$ cat src/rtl/overlay_pkg.sv
// overlay_pkg
// Shared types and constants for the VGA overlay compositor.
//   fade_state_t : overlay visibility state machine encoding
//   ALPHA_MAX    : full overlay weight (alpha range 0..ALPHA_MAX)
//   DEFAULT_KEY_COLOR : overlay value treated as transparent
//   chan_t       : one 2-bit colour channel
package overlay_pkg;

    typedef enum logic [1:0] {
        ST_HIDDEN   = 2'd0,
        ST_FADE_IN  = 2'd1,
        ST_SHOWN    = 2'd2,
        ST_FADE_OUT = 2'd3
    } fade_state_t;

    localparam logic [2:0] ALPHA_MAX         = 3'd4;
    localparam logic [5:0] DEFAULT_KEY_COLOR = 6'b100001;

    typedef logic [1:0] chan_t;

endpackage

$ cat src/rtl/overlay_mixer_blend.sv
// channel_blend
// Combinational blend of one 2-bit colour channel:
//   mix = (ov*alpha + bg*(ALPHA_MAX-alpha)) >> 2, truncating.
// Ports:
//   ov    in  2  overlay channel
//   bg    in  2  background channel
//   alpha in  3  overlay weight, 0..ALPHA_MAX
//   mix   out 2  blended channel
module channel_blend
    import overlay_pkg::*;
(
    input  chan_t      ov,
    input  chan_t      bg,
    input  logic [2:0] alpha,
    output chan_t      mix
);

    // Largest term is 3*4 = 12, so 5 bits hold the weighted sum with room.
    logic [4:0] sum;

    assign sum = 5'(ov) * 5'(alpha) + 5'(bg) * 5'(ALPHA_MAX - alpha);
    assign mix = chan_t'(sum >> 2);

endmodule

$ cat src/rtl/overlay_mixer.sv
// overlay_mixer
// Composites a transparency-keyed 6-bit overlay (RRGGBB) over the background
// colour for the VGA PMOD, with a frame-synchronous show/hide fade.
// Two-stage pipeline: stage 1 registers the timing-generator signals and
// both colours; stage 2 registers the blended colour and the syncs, so
// everything presented on cycle N leaves on cycle N+2.
//
// Build option: define OVERLAY_FADE_EN to step alpha 0..4 over
// FADE_FRAMES frames per step. Without it, a toggle flips alpha directly
// between 0 and 4 at the next frame tick and FADE_FRAMES is not used.
//
// Ports:
//   clk             in  1  pixel clock
//   rst_n           in  1  asynchronous active-low reset
//   hsync_in        in  1  hsync from timing generator (active-low)
//   vsync_in        in  1  vsync from timing generator (active-low)
//   active_in       in  1  visible-area flag
//   bg_rgb          in  6  background colour
//   ov_rgb          in  6  overlay colour, KEY_COLOR = transparent
//   toggle          in  1  single-cycle show/hide request
//   hsync_out       out 1  hsync delayed two cycles
//   vsync_out       out 1  vsync delayed two cycles
//   rgb_out         out 6  composited colour
//   alpha           out 3  current overlay weight, 0..4
//   overlay_visible out 1  alpha != 0
//
// Handshake: toggle is a fire-and-forget pulse with no ready. One request
// is held until the next frame tick; extra pulses before that tick merge
// into it, and a pulse on the tick cycle itself is taken at that tick.
module overlay_mixer
    import overlay_pkg::*;
#(
    parameter int unsigned FADE_FRAMES = 8,
    parameter logic [5:0]  KEY_COLOR   = DEFAULT_KEY_COLOR
) (
    input  logic       clk,
    input  logic       rst_n,
    input  logic       hsync_in,
    input  logic       vsync_in,
    input  logic       active_in,
    input  logic [5:0] bg_rgb,
    input  logic [5:0] ov_rgb,
    input  logic       toggle,
    output logic       hsync_out,
    output logic       vsync_out,
    output logic [5:0] rgb_out,
    output logic [2:0] alpha,
    output logic       overlay_visible
);

    if (FADE_FRAMES < 2 || FADE_FRAMES > 255) begin : g_fade_frames_range
        $error("overlay_mixer: FADE_FRAMES must be within 2..255");
    end

    // ------------------------------------------------------------------
    // Stage 1: input registers and frame tick
    // ------------------------------------------------------------------
    logic       s1_hsync;
    logic       s1_vsync;
    logic       s1_active;
    logic [5:0] s1_bg;
    logic [5:0] s1_ov;
    logic       vsync_prev;
    logic       frame_tick;

    always_ff @(posedge clk or negedge rst_n) begin
        if (!rst_n) begin
            s1_hsync   <= 1'b1;
            s1_vsync   <= 1'b1;
            s1_active  <= 1'b0;
            s1_bg      <= '0;
            s1_ov      <= '0;
            vsync_prev <= 1'b1;
        end else begin
            s1_hsync   <= hsync_in;
            s1_vsync   <= vsync_in;
            s1_active  <= active_in;
            s1_bg      <= bg_rgb;
            s1_ov      <= ov_rgb;
            vsync_prev <= s1_vsync;
        end
    end

    // Falling edge of the registered vsync: the start of vertical sync,
    // well away from any visible pixel.
    assign frame_tick = vsync_prev & ~s1_vsync;

    // ------------------------------------------------------------------
    // Visibility state machine
    // ------------------------------------------------------------------
    fade_state_t state_q, state_d;
    logic [2:0]  alpha_q, alpha_d;
    logic        pending_q, pending_d;
    logic        request;

    // A toggle on the tick cycle counts as already pending.
    assign request = pending_q | toggle;

`ifdef OVERLAY_FADE_EN
    localparam logic [7:0] FCNT_LAST = 8'(FADE_FRAMES - 1);

    logic [7:0] fcnt_q, fcnt_d;

    always_ff @(posedge clk or negedge rst_n) begin
        if (!rst_n) begin
            state_q   <= ST_HIDDEN;
            alpha_q   <= '0;
            pending_q <= 1'b0;
            fcnt_q    <= '0;
        end else begin
            state_q   <= state_d;
            alpha_q   <= alpha_d;
            pending_q <= pending_d;
            fcnt_q    <= fcnt_d;
        end
    end

    always_comb begin
        state_d   = state_q;
        alpha_d   = alpha_q;
        pending_d = request;
        fcnt_d    = fcnt_q;
        if (frame_tick) begin
            pending_d = 1'b0;
            if (request) begin
                // Reverse direction but keep the current weight.
                fcnt_d = '0;
                unique case (state_q)
                    ST_HIDDEN, ST_FADE_OUT: state_d = ST_FADE_IN;
                    ST_SHOWN,  ST_FADE_IN:  state_d = ST_FADE_OUT;
                endcase
            end else if (state_q == ST_FADE_IN || state_q == ST_FADE_OUT) begin
                if (fcnt_q == FCNT_LAST) begin
                    fcnt_d = '0;
                    if (state_q == ST_FADE_IN) begin
                        // Saturate at full weight; a fade reversed at the
                        // top can reach here already at ALPHA_MAX.
                        if (alpha_q >= ALPHA_MAX - 3'd1) begin
                            alpha_d = ALPHA_MAX;
                            state_d = ST_SHOWN;
                        end else begin
                            alpha_d = alpha_q + 3'd1;
                        end
                    end else begin
                        if (alpha_q <= 3'd1) begin
                            alpha_d = '0;
                            state_d = ST_HIDDEN;
                        end else begin
                            alpha_d = alpha_q - 3'd1;
                        end
                    end
                end else begin
                    fcnt_d = fcnt_q + 8'd1;
                end
            end
        end
    end
`else
    always_ff @(posedge clk or negedge rst_n) begin
        if (!rst_n) begin
            state_q   <= ST_HIDDEN;
            alpha_q   <= '0;
            pending_q <= 1'b0;
        end else begin
            state_q   <= state_d;
            alpha_q   <= alpha_d;
            pending_q <= pending_d;
        end
    end

    always_comb begin
        state_d   = state_q;
        alpha_d   = alpha_q;
        pending_d = request;
        if (frame_tick) begin
            pending_d = 1'b0;
            if (request) begin
                if (state_q == ST_SHOWN) begin
                    state_d = ST_HIDDEN;
                    alpha_d = '0;
                end else begin
                    state_d = ST_SHOWN;
                    alpha_d = ALPHA_MAX;
                end
            end
        end
    end
`endif

    assign alpha           = alpha_q;
    assign overlay_visible = (alpha_q != 3'd0);

    // ------------------------------------------------------------------
    // Stage 2: blend and output registers
    // ------------------------------------------------------------------
    chan_t      mix_r, mix_g, mix_b;
    logic [5:0] rgb_next;

    channel_blend u_blend_r (
        .ov    (s1_ov[5:4]),
        .bg    (s1_bg[5:4]),
        .alpha (alpha_q),
        .mix   (mix_r)
    );

    channel_blend u_blend_g (
        .ov    (s1_ov[3:2]),
        .bg    (s1_bg[3:2]),
        .alpha (alpha_q),
        .mix   (mix_g)
    );

    channel_blend u_blend_b (
        .ov    (s1_ov[1:0]),
        .bg    (s1_bg[1:0]),
        .alpha (alpha_q),
        .mix   (mix_b)
    );

    always_comb begin
        rgb_next = '0;
        if (s1_active) begin
            if (s1_ov == KEY_COLOR) begin
                rgb_next = s1_bg;
            end else begin
                rgb_next = {mix_r, mix_g, mix_b};
            end
        end
    end

    always_ff @(posedge clk or negedge rst_n) begin
        if (!rst_n) begin
            hsync_out <= 1'b1;
            vsync_out <= 1'b1;
            rgb_out   <= '0;
        end else begin
            hsync_out <= s1_hsync;
            vsync_out <= s1_vsync;
            rgb_out   <= rgb_next;
        end
    end

endmodule

$ cat config.mk
export PLATFORM = sky130hd
export DESIGN_NAME = overlay_mixer
export DESIGN_NICKNAME = d
export VERILOG_FILES = /design/src/rtl/overlay_pkg.sv /design/src/rtl/overlay_mixer_blend.sv /design/src/rtl/overlay_mixer.sv
export SDC_FILE = /design/constraint.sdc
export NUM_CORES = 1
export LEC_CHECK = 0
export ABC_AREA = 1
export BUFFER_PORTS_ARGS = -buffer_cell sky130_fd_sc_hd__buf_2
export CORE_MARGIN = 2
export CORE_UTILIZATION = 57
export CTS_CLUSTER_SIZE = 25
export DETAILED_ROUTE_END_ITERATION = 10
export GPL_ROUTABILITY_DRIVEN = 1
export PLACE_DENSITY = 0.9
export REMOVE_ABC_BUFFERS = 1
export SETUP_SLACK_MARGIN = 0.4
export SYNTH_ARGS = -nofsm -noshare
export SYNTH_HDL_FRONTEND = slang
export SYNTH_HIERARCHICAL = 1
export SYNTH_SLANG_ARGS = --single-unit
$ cat constraint.sdc
create_clock -name clk -period 3.3 [get_ports clk]
set_input_delay 0.66 -clock clk [delete_from_list [all_inputs] [get_ports clk]]
set_output_delay 0.66 -clock clk [all_outputs]
set_load 0.005 [all_outputs]
==> results by group, run 1 <==
Detailed routing
  • DRT Pass-1 Iters: 4
  • DR vias/cell: 4.57
  • Via count: 1653
  • Routed WL per cell: 9.98 microns
  • Drt total wl: 3610 microns
  • Routed Antenna Nets: 0
  • Residual DRC: 0
  • DRT iter0 DRCs: 89

Timing
  • Normalized max-slew margin: 0.639
  • Fin crit period: 2580 ps
  • Max Fclk: 388 MHz
  • RSZ-0062 raised after global routing: false
  • WHS: 300 ps
  • Setup Total Neg Slack: 0 ps
  • Skew final: 4.32 ps
  • Final-report hold violation count: 0
  • Final setup fails: 0
  • Pins Over Slew Limit: 0
  • Least-Margin Pin Slew: 542 ps
  • Final Cycle Share: 0.781

Floorplanning
  • DIE WIDTH: 62.4 microns
  • Starting density of the core: 0.587
  • Die outline area: 3890 sq um
  • Std cell rows: 21
  • Die height: 62.4 microns
  • Io pins: 30
  • Core box area: 3310 sq um

Cells and area
  • Nets: 353
  • Non-filler instance count after layout: 362
  • FILL cells: 303
  • Most frequent cells in the layout: nand2_1, inv_1, buf_2, conb_1
  • Commonest non-fill, non-tap cell in the layout: nand2_1
  • Share of post-route cells with drive strength above 1: 0.203
  • Antenna diode count: 0
  • Synth-to-layout area growth: 14.6%

Worst hold path
  • HP Class: in2async

CTS
  • Reg clk slew, reported paths: 130 ps
  • Setup bufs post-CTS: 0
  • CTS Buf Count: 3
  • Htree depth: 1
  • Clk root buf: clkbuf_4
  • CTS tree: built
  • Clock Latency Late Sink: 320 ps
  • CTS sink count: 25
  • Clock Path Buffers: 2

Critical path
  • Critical Path Fanout Max: 12
  • Reg2Reg Depth: 10
  • Element type at the critical path end: flop
  • Worst path arrival time: 2810 ps
  • Worst R2R End: rgb_out[0]$_DFF_PN0_
  • CP Class: reg2reg
  • CP required: 3530 ps
  • Crit path launch type: flop
  • FF-to-FF Start: state_q[1]$_DFFE_PN0P_
  • R2R Setup Slk: 720 ps

Global routing
  • Vias in the first global route: 1723
  • First-pass GRT wire length: 6720 microns
  • Total GRT Usage: 0.213
  • Total gr overflow: 0
  • Initial antenna violation count: 0
  • Largest net degree at the start of global routing: 26

Synth
  • Post-synth top area share: 0.270
  • Main area contributors after synthesis: dfrtp_1, nand2_1, fa_1
  • YS warnings: 6
  • Netlist cell types: 26
  • Synthesized area per cell: 7.33 sq um
  • Register area share after synthesis: 0.325
  • Cell accounting for the most synthesized area: dfrtp_1
  • Synth Cell Area: 1940 sq um
  • Mapped Cells: 265
  • Synth Register Bits: 25

Power and ir drop
  • PD cells: 530 nW/um^2
  • Pleak: 1.45 nW
  • Peak VDD IR: 286 uV

Run
  • Max Cap Viol: 0

Placement
  • Port Buf Inserts: 27
  • HPWL after DPL: 3040 microns
  • GP Congestion: 0.853
  • Placed cells: 358

Status
  • Status: finished clean
[worst max-delay path, cell delays in order (launching register included)]
cell	delay, ps
dfrtp_2	510
nand2_1	130
nand2_1	80
nor2_1	60
fa_1	500
fa_1	520
fa_1	500
inv_2	50
nand2_1	40
inv_1	50
nor2_1	50
[power breakdown]
| group | switching (W) | internal [W] | leakage (nW) | total [W] |
|---|---|---|---|---|
| Combinational | 0.000378 | 0.000267 | 1.14 | 0.000645 |
| Clock | 0.0000916 | 0.0000464 | 0.0139 | 0.000138 |
| Sequential | 0.0000411 | 0.000357 | 0.293 | 0.000398 |
| Total | 0.000511 | 0.000670 | 1.45 | 0.00118 |
[metal layers]
metal / up-vias / track usage / share of wire
met1: 764 / 0.241 / 0.40
met5: - / 0 / 0
met4: 0 / 0.0639 / 0
li1: 835 / - / -
met3: 0 / 0.0468 / 0.064
met2: 54 / 0.399 / 0.54
[flip-flops by register name (all words and copies together) (netlist names)]
name / flops
hsync_out: 1
pending_q: 1
rgb_out: 6
s1_active: 1
s1_bg: 6
s1_hsync: 1
s1_ov: 6
s1_vsync: 1
state_q: 1
vsync_out: 1
[worst max path at each step]
| stage | cells after the start | endpoint | slack, ps | from |
|---|---|---|---|---|
| 2_1_floorplan | 10 | rgb_out[0]$_DFF_PN0_ | 530 | state_q[1]$_DFFE_PN0P_ |
| 3_3_place_gp | 10 | rgb_out[0]$_DFF_PN0_ | 680 | state_q[1]$_DFFE_PN0P_ |
| 3_5_place_dp | 10 | rgb_out[0]$_DFF_PN0_ | 600 | state_q[1]$_DFFE_PN0P_ |
| 4_1_cts | 10 | rgb_out[0]$_DFF_PN0_ | 590 | state_q[1]$_DFFE_PN0P_ |
| 5_1_grt | 18 | rgb_out[3]$_DFF_PN0_ | 490 | state_q[1]$_DFFE_PN0P_ |
| 6_report | 10 | rgb_out[0]$_DFF_PN0_ | 720 | state_q[1]$_DFFE_PN0P_ |
[per-stage QoR]
stage                     setup slack [ps]  utilization  area [sq um]  total power [W]
after CTS                              586        0.672          2230          0.00116
after floorplan                        527            -          2000         0.000882
final                                  721        0.673          2230          0.00118
after global placement                 682        0.663          2200         0.000995
after global routing                   492        0.673          2230          0.00131
after detailed placement               596        0.663          2200          0.00103
[synth_stat cells (all sizes together)]
master,count
xnor2,2
nand4,2
dfstp,4
nand3,22
clkinv,1
inv,74
nor2,19
conb,1
a21oi,1
fa,12
ha,6
nand2,90
xor2,1
dfrtp,21
o21ai,2
nor3,3
buf,4
[area by class of cell]
class,instances,area [sq um],area share
sequential,25,632,0.284
multi-input combinational,184,1080,0.486
inverter,75,283,0.127
timing repair buffer,28,143,0.0640
clock inverter,1,7.51,0.00337
tap,46,57.6,0.0258
clock buffer,3,22.5,0.0101
[kinds of logic after synthesis]
| group | synth area share |
|---|---|
| compound gates | 0.00772 |
| xor+xnor | 0.0135 |
| fa+ha+maj | 0.162 |
| buf+inv | 0.163 |
| flops | 0.325 |
| other cells | 0.00193 |
| simple gates | 0.327 |
[what timing repair did]
action / in CTS / in global routing
setup endpoints to repair: 0 / 1
gates resized for setup: 0 / 1
hold buffers: 0 / 0
Power figures use the tool's default switching activity.
==> run 2, diff against run 1 <==
==> constraint.sdc (replaced) <==
create_clock -name clk -period 2.6 [get_ports clk]
set_input_delay 0.52 -clock clk [delete_from_list [all_inputs] [get_ports clk]]
set_output_delay 0.52 -clock clk [all_outputs]
set_load 0.005 [all_outputs]
==> run 2 against run 1 <==
Against the previous run:
- clock-buffer cell count unchanged
- first-iteration DRC count down 18%
- final cell count up 5.0%
- non-clock buffer count up 18
- largest cell class unchanged
==> results by group, run 2 (synthesized netlist as in run 1, its figures left out) <==
CTS
  • Post-CTS Hold Buffers: 0 (unchanged)
  • Clock Latency Late Sink: 320 ps (about the same)
  • CTS tree: built (unchanged)
  • CTS sink count: 25 (unchanged)
  • Htree depth: 1 (unchanged)
  • Clk root buf: clkbuf_4 (unchanged)
  • CTS Buf Count: 3 (unchanged)
  • Reg clk slew, reported paths: 130 ps (about the same)
  • Clock Path Buffers: 2 (unchanged)

Power and ir drop
  • Comb power frac: 0.600 (was 0.546)
  • Sw frac: 0.426 (was 0.433)
  • NetSw: 0.000715 W (was 0.000511 W)
  • PD cells: 693 nW/um^2 (was 530 nW/um^2)
  • Clock power share: 0.105 (was 0.117)
  • Pleak: 1.53 nW (was 1.45 nW)
  • Int Power: 0.000964 W (was 0.000670 W)
  • Peak VDD IR: 440 uV (was 286 uV)
  • Seq pwr share: 0.294 (was 0.337)

Critical path
  • CP Class: reg2reg (unchanged)
  • Reg2Reg Depth: 11 (was 10)
  • Critical Path Fanout Max: 4 (was 12)
  • Crit path launch type: flop (unchanged)
  • Element type at the critical path end: flop (unchanged)
  • Worst path arrival time: 2670 ps (was 2810 ps)
  • CP required: 2840 ps (was 3530 ps)

Global routing
  • Met1 Use GR: 0.255 (was 0.241)
  • GR peak layer: met2 (unchanged)
  • Largest net degree at the start of global routing: 26 (unchanged)
  • Initial antenna violation count: 0 (unchanged)
  • Met3 usage: 0.0505 (was 0.0468)
  • Total gr overflow: 0 (unchanged)
  • First-pass GRT wire length: 7290 microns (was 6720 microns)
  • Total GRT Usage: 0.239 (was 0.213)
  • Vias in the first global route: 1832 (was 1723)
  • Grt met2 use: 0.470 (was 0.399)

Timing
  • Final Cycle Share: 0.936 (was 0.781)
  • Least-Margin Pin Slew: 538 ps (was 542 ps)
  • Final setup fails: 0 (unchanged)
  • Normalized max-slew margin: 0.641 (was 0.639)
  • Final-report hold violation count: 0 (unchanged)
  • Max Fclk: 411 MHz (was 388 MHz)
  • Fin crit period: 2430 ps (was 2580 ps)
  • Final worst slack: 167 ps (was 721 ps)
  • Pins Over Slew Limit: 0 (unchanged)
  • Skew final: 2.66 ps (was 4.32 ps)
  • RSZ-0062 raised after global routing: true (was false)

Worst hold path
  • HP Class: in2async (unchanged)

Placement
  • GP Congestion: 0.850 (was 0.853)
  • Placed cells: 361 (was 358)
  • Port Buf Inserts: 27 (unchanged)
  • Worst slack, placed: 84.8 ps (was 596 ps)
  • HPWL after DPL: 3110 microns (was 3040 microns)

Cells and area
  • Largest regs: rgb_out: 6 flops, s1_bg: 6 flops, s1_ov: 6 flops (unchanged)
  • Synth-to-layout area growth: 24.7% (was 14.6%)
  • Share of post-route cells with drive strength above 1: 0.296 (was 0.203)
  • Commonest non-fill, non-tap cell in the layout: nand2_1 (unchanged)
  • Antenna diode count: 0 (unchanged)
  • Non-filler instance count after layout: 380 (was 362)
  • Nets: 371 (was 353)
  • Most frequent cells in the layout: nand2_1, inv_1, buf_2, conb_1, dfrtp_1 (was nand2_1, inv_1, buf_2, conb_1)

Detailed routing
  • DR vias/cell: 4.47 (was 4.57)
  • Routed WL per cell: 11.3 microns (was 9.98 microns)
  • Routed Antenna Nets: 0 (unchanged)
  • DRT Pass-1 Iters: 4 (unchanged)
  • Residual DRC: 0 (unchanged)
  • DRT iter0 DRCs: 73 (was 89)
  • Via count: 1700 (was 1653)
  • Drt total wl: 4280 microns (was 3610 microns)

Floorplanning
  • Die outline area: 3890 sq um (unchanged)
  • Starting density of the core: 0.587 (unchanged)
  • Std cell rows: 21 (unchanged)
  • Io pins: 30 (unchanged)
  • Core box area: 3310 sq um (unchanged)
  • DIE WIDTH: 62.4 microns (unchanged)
  • Die height: 62.4 microns (unchanged)

Status
  • Status: finished clean (unchanged)

Run
  • Max Cap Viol: 0 (unchanged)
[run 2: routing by layer]
layer  routed length, microns  up-vias
met5                        0        -
met1                     1590      766
met3                      225        6
met4                       42        0
met2                     2420       59
li1                         -      869
[run 2: path summary, 6_finish.rpt]
check / from / endpoint / slack [ps]
max in group asynchronous: rst_n / state_q[1]$_DFFE_PN0P_ / 2060
min in group clk: hsync_in / s1_hsync$_DFF_PN1_ / 270
worst max register to register: state_q[1]$_DFFE_PN0P_ / rgb_out[0]$_DFF_PN0_ / 170
worst min-delay path: rst_n / s1_ov[3]$_DFF_PN0_ / 150
worst min register to register: s1_hsync$_DFF_PN1_ / hsync_out$_DFF_PN1_ / 370
worst max-delay path: state_q[1]$_DFFE_PN0P_ / rgb_out[0]$_DFF_PN0_ / 170
[run 2: cell type report]
type	instances	area, sq um
clock buffers	3	22.5
inverters	75	283
multi-input cells	184	1140
well taps	46	57.6
repair buffers	46	285
clock inverters	1	7.51
fillers	280	887
flip-flops and latches	25	632
[run 2: power groups by stage]
| stage | Combinational [W] | Sequential (W) | Clock [W] |
|---|---|---|---|
| 3_5_place_dp | 0.000832 | 0.000498 | 0 |
| 3_3_place_gp | 0.000796 | 0.000496 | 0 |
| 4_1_cts | 0.000912 | 0.000490 | 0.000181 |
| 6_report | 0.00101 | 0.000494 | 0.000177 |
| 2_1_floorplan | 0.000588 | 0.000532 | 0 |
| 5_1_grt | 0.00114 | 0.000502 | 0.000196 |
[run 2: timing repair]
item                       CTS  global route
setup endpoints to repair    6             6
buffers inserted            12             3
pin swaps                   23            10
resized for setup           13             7
[run 2: worst max-delay path, stage by stage, from the launching register on]
cell	delay (ps)
dfrtp_2	440
buf_4	130
nand2_2	60
nand2_2	70
nor2_2	40
fa_1	470
fa_2	470
fa_1	480
inv_2	60
nand2_1	40
inv_1	50
nor2_1	40
[run 2: metrics by stage]
| step | util | area (sq um) | setup TNS [ps] | hold slack (ps) | total power, W |
|---|---|---|---|---|---|
| 2_1_floorplan | - | 2000 | -545 | 224 | 0.00112 |
| 3_3_place_gp | 0.670 | 2220 | 0 | 349 | 0.00129 |
| 3_5_place_dp | 0.670 | 2220 | 0 | 352 | 0.00133 |
| 4_1_cts | 0.720 | 2380 | 0 | 172 | 0.00158 |
| 5_1_grt | 0.732 | 2420 | 0 | 180 | 0.00184 |
| 6_report | 0.732 | 2420 | 0 | 155 | 0.00168 |
